### config.mk
export PLATFORM = sky130hd
export DESIGN_NAME = dma_rd_stage
export DESIGN_NICKNAME = d
export VERILOG_FILES = /design/src/rtl/dma_rd_stage.sv
export SDC_FILE = /design/constraint.sdc
export NUM_CORES = 1
export LEC_CHECK = 0
export ABC_AREA = 1
export CAP_MARGIN = 5
export CORE_AREA = 2 2 111 113
export DETAILED_ROUTE_END_ITERATION = 10
export DIE_AREA = 0 0 113 115
export PLACE_DENSITY = 0.9
export REMOVE_ABC_BUFFERS = 1
export SYNTH_ARGS = -nofsm -noshare
export SYNTH_HDL_FRONTEND = slang
export SYNTH_SLANG_ARGS = --single-unit
### constraint.sdc
create_clock -name clk -period 5.7 [get_ports clk]
set_clock_uncertainty 0.05 [all_clocks]
set_input_delay 1.71 -clock clk [delete_from_list [all_inputs] [get_ports clk]]
set_output_delay 1.71 -clock clk [all_outputs]
set_load 0.01 [all_outputs]
### src/rtl/dma_rd_stage.sv
// Read stage behind the 2-D DMA address generator: issues 1-cycle-latency SRAM
// reads and returns data+sideband in order through a credit-checked return FIFO.
module dma_rd_stage #(
    parameter int unsigned AW    = 14,
    parameter int unsigned IFW   = 4,
    parameter int unsigned DW    = 32,
    parameter int unsigned DEPTH = 4
) (
    input  logic           clk,
    input  logic           rst,
    input  logic [AW-1:0]  m_addr,
    input  logic [IFW-1:0] m_info,
    input  logic           m_first,
    input  logic           m_last,
    input  logic           m_valid,
    output logic           m_ready,
    output logic           mem_ren,
    output logic [AW-1:0]  mem_addr,
    input  logic [DW-1:0]  mem_rdata,
    output logic [DW-1:0]  s_data,
    output logic [IFW-1:0] s_info,
    output logic           s_first,
    output logic           s_last,
    output logic           s_valid,
    input  logic           s_ready
);

    localparam int unsigned CW = $clog2(DEPTH + 1);
    localparam int unsigned PW = $clog2(DEPTH);
    localparam int unsigned EW = DW + IFW + 2;
    localparam logic [CW-1:0] OCC_MAX  = CW'(DEPTH);
    localparam logic [PW-1:0] PTR_LAST = PW'(DEPTH - 1);

    logic [EW-1:0]  r_mem [DEPTH];
    logic [CW-1:0]  r_occ;
    logic [CW-1:0]  r_cnt;
    logic [PW-1:0]  r_wptr;
    logic [PW-1:0]  r_rptr;
    logic           r_inflight;
    logic [IFW-1:0] r_if_info;
    logic           r_if_first;
    logic           r_if_last;

    logic           w_accept;
    logic           w_push;
    logic           w_pop;
    logic [CW-1:0]  w_occ_nxt;
    logic [CW-1:0]  w_cnt_nxt;
    logic [PW-1:0]  w_wptr_nxt;
    logic [PW-1:0]  w_rptr_nxt;
    logic [EW-1:0]  w_head;

    function automatic logic [PW-1:0] ptr_inc(input logic [PW-1:0] p);
        return (p == PTR_LAST) ? '0 : p + PW'(1);
    endfunction

    // Credit: one slot per in-flight or buffered read, so a returning word always has room.
    assign m_ready  = !rst && (r_occ < OCC_MAX);
    assign w_accept = m_valid && m_ready;
    assign mem_ren  = w_accept;
    assign mem_addr = m_addr;

    assign w_push  = r_inflight;
    assign s_valid = (r_cnt != '0);
    assign w_pop   = s_valid && s_ready;

    assign w_head = r_mem[r_rptr];
    assign {s_data, s_info, s_first, s_last} = w_head;

    // Next-state for occupancy, FIFO count and pointers.
    always_comb begin
        w_occ_nxt  = r_occ;
        w_cnt_nxt  = r_cnt;
        w_wptr_nxt = r_wptr;
        w_rptr_nxt = r_rptr;
        case ({w_accept, w_pop})
            2'b10:   w_occ_nxt = r_occ + CW'(1);
            2'b01:   w_occ_nxt = r_occ - CW'(1);
            default: w_occ_nxt = r_occ;
        endcase
        case ({w_push, w_pop})
            2'b10:   w_cnt_nxt = r_cnt + CW'(1);
            2'b01:   w_cnt_nxt = r_cnt - CW'(1);
            default: w_cnt_nxt = r_cnt;
        endcase
        if (w_push) begin
            w_wptr_nxt = ptr_inc(r_wptr);
        end
        if (w_pop) begin
            w_rptr_nxt = ptr_inc(r_rptr);
        end
    end

    always_ff @(posedge clk) begin
        if (rst) begin
            r_occ      <= '0;
            r_cnt      <= '0;
            r_wptr     <= '0;
            r_rptr     <= '0;
            r_inflight <= 1'b0;
        end else begin
            r_occ      <= w_occ_nxt;
            r_cnt      <= w_cnt_nxt;
            r_wptr     <= w_wptr_nxt;
            r_rptr     <= w_rptr_nxt;
            r_inflight <= w_accept;
        end
    end

    // Sideband travels alongside the read for the one cycle of SRAM latency.
    always_ff @(posedge clk) begin
        if (w_accept) begin
            r_if_info  <= m_info;
            r_if_first <= m_first;
            r_if_last  <= m_last;
        end
    end

    // Storage is not reset; contents are only visible while the count is non-zero.
    always_ff @(posedge clk) begin
        if (w_push && !rst) begin
            r_mem[r_wptr] <= {mem_rdata, r_if_info, r_if_first, r_if_last};
        end
    end

    a_m_stable : assert property (@(posedge clk) disable iff (rst)
        (m_valid && !m_ready) |=> (m_valid && $stable(m_addr) && $stable(m_info)
                                   && $stable(m_first) && $stable(m_last)));

    a_occ_max : assert property (@(posedge clk) disable iff (rst)
        r_occ <= OCC_MAX);

    a_no_full_push : assert property (@(posedge clk) disable iff (rst)
        (w_push && !w_pop) |-> (r_cnt < OCC_MAX));

endmodule

==> results.json <==
{
  "status": "finished, violations left",
  "violations": "design-rule violations",
  "overflow": 0,
  "grt_max_degree": 77,
  "hold_slack_ps": 451,
  "hold_viol": 0,
  "routabilityCongestion": 0.707,
  "die_w_um": 113,
  "initial_core_util": 0.559,
  "ys_seq_area_frac": 0.758,
  "vdd_drop_max_v": 0.000301,
  "synthArstFlopShare": 0,
  "core_area_um2": 11800,
  "first_pass_iters": 7,
  "ctsHoldBuffers": 0,
  "wire_per_inst_um": 18.2,
  "dieHeight_um": 115,
  "layout_commonest_cell": "edfxtp_1",
  "area_growth_pct": 21.3,
  "endpoint_kind": "output pin",
  "crit_arrival_ps": 3250,
  "synth_top_cell_area_share": 0.718,
  "placementRows": 40,
  "slew_headroom": 0.185,
  "syn_area_um2": 6610,
  "setup-violations-final": 0,
  "tightestPinTransition_ps": 1220,
  "antenna_found_initial": 0,
  "final_cell_mix": "edfxtp_1 (158), nor2_1 (83), clkdlybuf4s50_1 (82), o21ai_0 (74), o22ai_1 (38)",
  "min_path_type": "reg2reg",
  "critPathKind": "in2out",
  "root_buffer": "clkbuf_16",
  "multi_input_area_um2": 1260,
  "track_usage": 0.204,
  "clkLatencyLatePin_ps": 420,
  "period_share": 0.878,
  "drv_slew": 0,
  "synth_area_leaders": "edfxtp_1 (72%), o21ai_0 (5.6%), nor2_1 (4.9%), dfxtp_1 (3.9%), o22ai_1 (3.6%)",
  "ant_nets": 0,
  "yosysTopAreaCell": "edfxtp_1",
  "syn_area_per_cell_um2": 13.8,
  "port_buffers": 82,
  "num_vias": 3952,
  "grt_pass1_wl_um": 20100,
  "drt_iter0_drc": 333,
  "hpwl_um": 7090,
  "numCtsBuffers": 17,
  "cp_max_fo": 7,
  "setup_tns_ps": 0,
  "cts.sinks": 171,
  "nNetsFinal": 607,
  "die-area_um2": 13000,
  "diodes": 0,
  "htreeDepth": 4,
  "cts_setup_buffers": 0,
  "p_leak_nw": 2.74,
  "synth_cell_types": 23,
  "power_density_nw_per_um2": 461,
  "rsz0062_at_grt": "no",
  "drc": 8,
  "finalCriticalPeriod_ps": 5010,
  "yosysWarnings": 0,
  "nFillCells": 767,
  "synth-edff-count": 158,
  "ys.flop_type": "edfxtp_1",
  "finalInstanceArea_um2": 8010,
  "ios": 111,
  "cp-start-kind": "input port",
  "cts-resized-gates": 0,
  "seq_area_um2": 5010,
  "dpl_cell_area_um2": 7380,
  "cts_tree": "built",
  "wirelength_um": 12700,
  "clkTransAtPathRegs_ps": 60,
  "clockBufferDepth": 2,
  "worstPathRequired_ps": 3940,
  "drive_above_1_share": 0.0721,
  "syn_inst": 477,
  "max_freq_ghz": 0.200,
  "maxCapViolCount": 0,
  "dp.cells": 670,
  "via_per_inst": 5.63,
  "fin_util": 0.678,
  "final_cells": 702,
  "ys_ff_latch": 171,
  "grt_pass1_vias": 4094
}
==> per-layer routing <==
metal,vias up,wire length (µm),GRT usage
li1,1859,-,-
met4,0,187,0.0732
met1,1926,5010,0.241
met2,148,6640,0.357
met3,19,909,0.0627
met5,-,0,0
==> critical path: stages <==
cell	delay (ps)
clkdlybuf4s50_1	460
nor2_1	150
nand2_1	110
inv_1	220
clkdlybuf4s50_1	590
==> cell usage after synthesis (2+ instances only) <==
cell type and count:
inv_1 22, edfxtp_1 158, fa_1 2, o22ai_1 38, clkbuf_2 4, ha_1 7
nand3_1 5, nor2_1 87, buf_6 4, buf_2 4, clkbuf_1 5, clkbuf_8 3
dfxtp_1 13, a21oi_1 8, o21ai_1 7, o21ai_0 74, buf_4 18, inv_2 2
nand2_1 12
==> stage by stage <==
step | setup WS (ps) | power [W]
after floorplan | 1400 | 0.00200
after global placement | 752 | 0.00249
after detailed placement | 712 | 0.00254
after CTS | 692 | 0.00371
after global routing | 587 | 0.00386
final | 693 | 0.00369
==> where the power goes <==
| group | leakage [nW] | total (W) | internal, W | switching (W) |
|---|---|---|---|---|
| combinational | 0.885 | 0.00106 | 0.000469 | 0.000591 |
| sequential | 1.54 | 0.00146 | 0.00144 | 0.0000241 |
| clock | 0.318 | 0.00117 | 0.000727 | 0.000447 |
==> cell families after synthesis <==
logic type,synth area share
buffers and inverters,0.0566
adders and majority gates,0.0193
DFF,0.758
AOI/OAI and AO/OA,0.105
and+or+nand+nor,0.0619
==> layout make-up <==
| cell class | count | share of cell area |
|---|---|---|
| well taps | 147 | 0.0230 |
| multi-input cells | 243 | 0.157 |
| inverters | 25 | 0.0117 |
| repair buffers | 84 | 0.104 |
| clock inverters | 6 | 0.00469 |
| clock buffers | 26 | 0.0745 |
| flip-flops and latches | 171 | 0.625 |
==> state kept, by name, indices dropped and copies added, names as in the netlist, named ones only <==
signal,flops
r_occ,3
r_if_first,1
r_cnt,3
r_rptr,2
r_if_info,4
r_if_last,1
r_inflight,1
r_wptr,2
r_mem,152
==> worst paths after layout <==
check / depth (start not counted) / slack (ps) / startpoint / end
worst max register to register: 2 / 3640 / r_inflight / r_mem[3][28]
worst min-delay path: 0 / 450 / r_if_info[1] / r_mem[0][3]
worst min register to register: 0 / 450 / r_if_info[1] / r_mem[0][3]
worst max-delay path: 5 / 690 / rst / mem_ren
No activity file was read; power rests on OpenSTA's default activity.
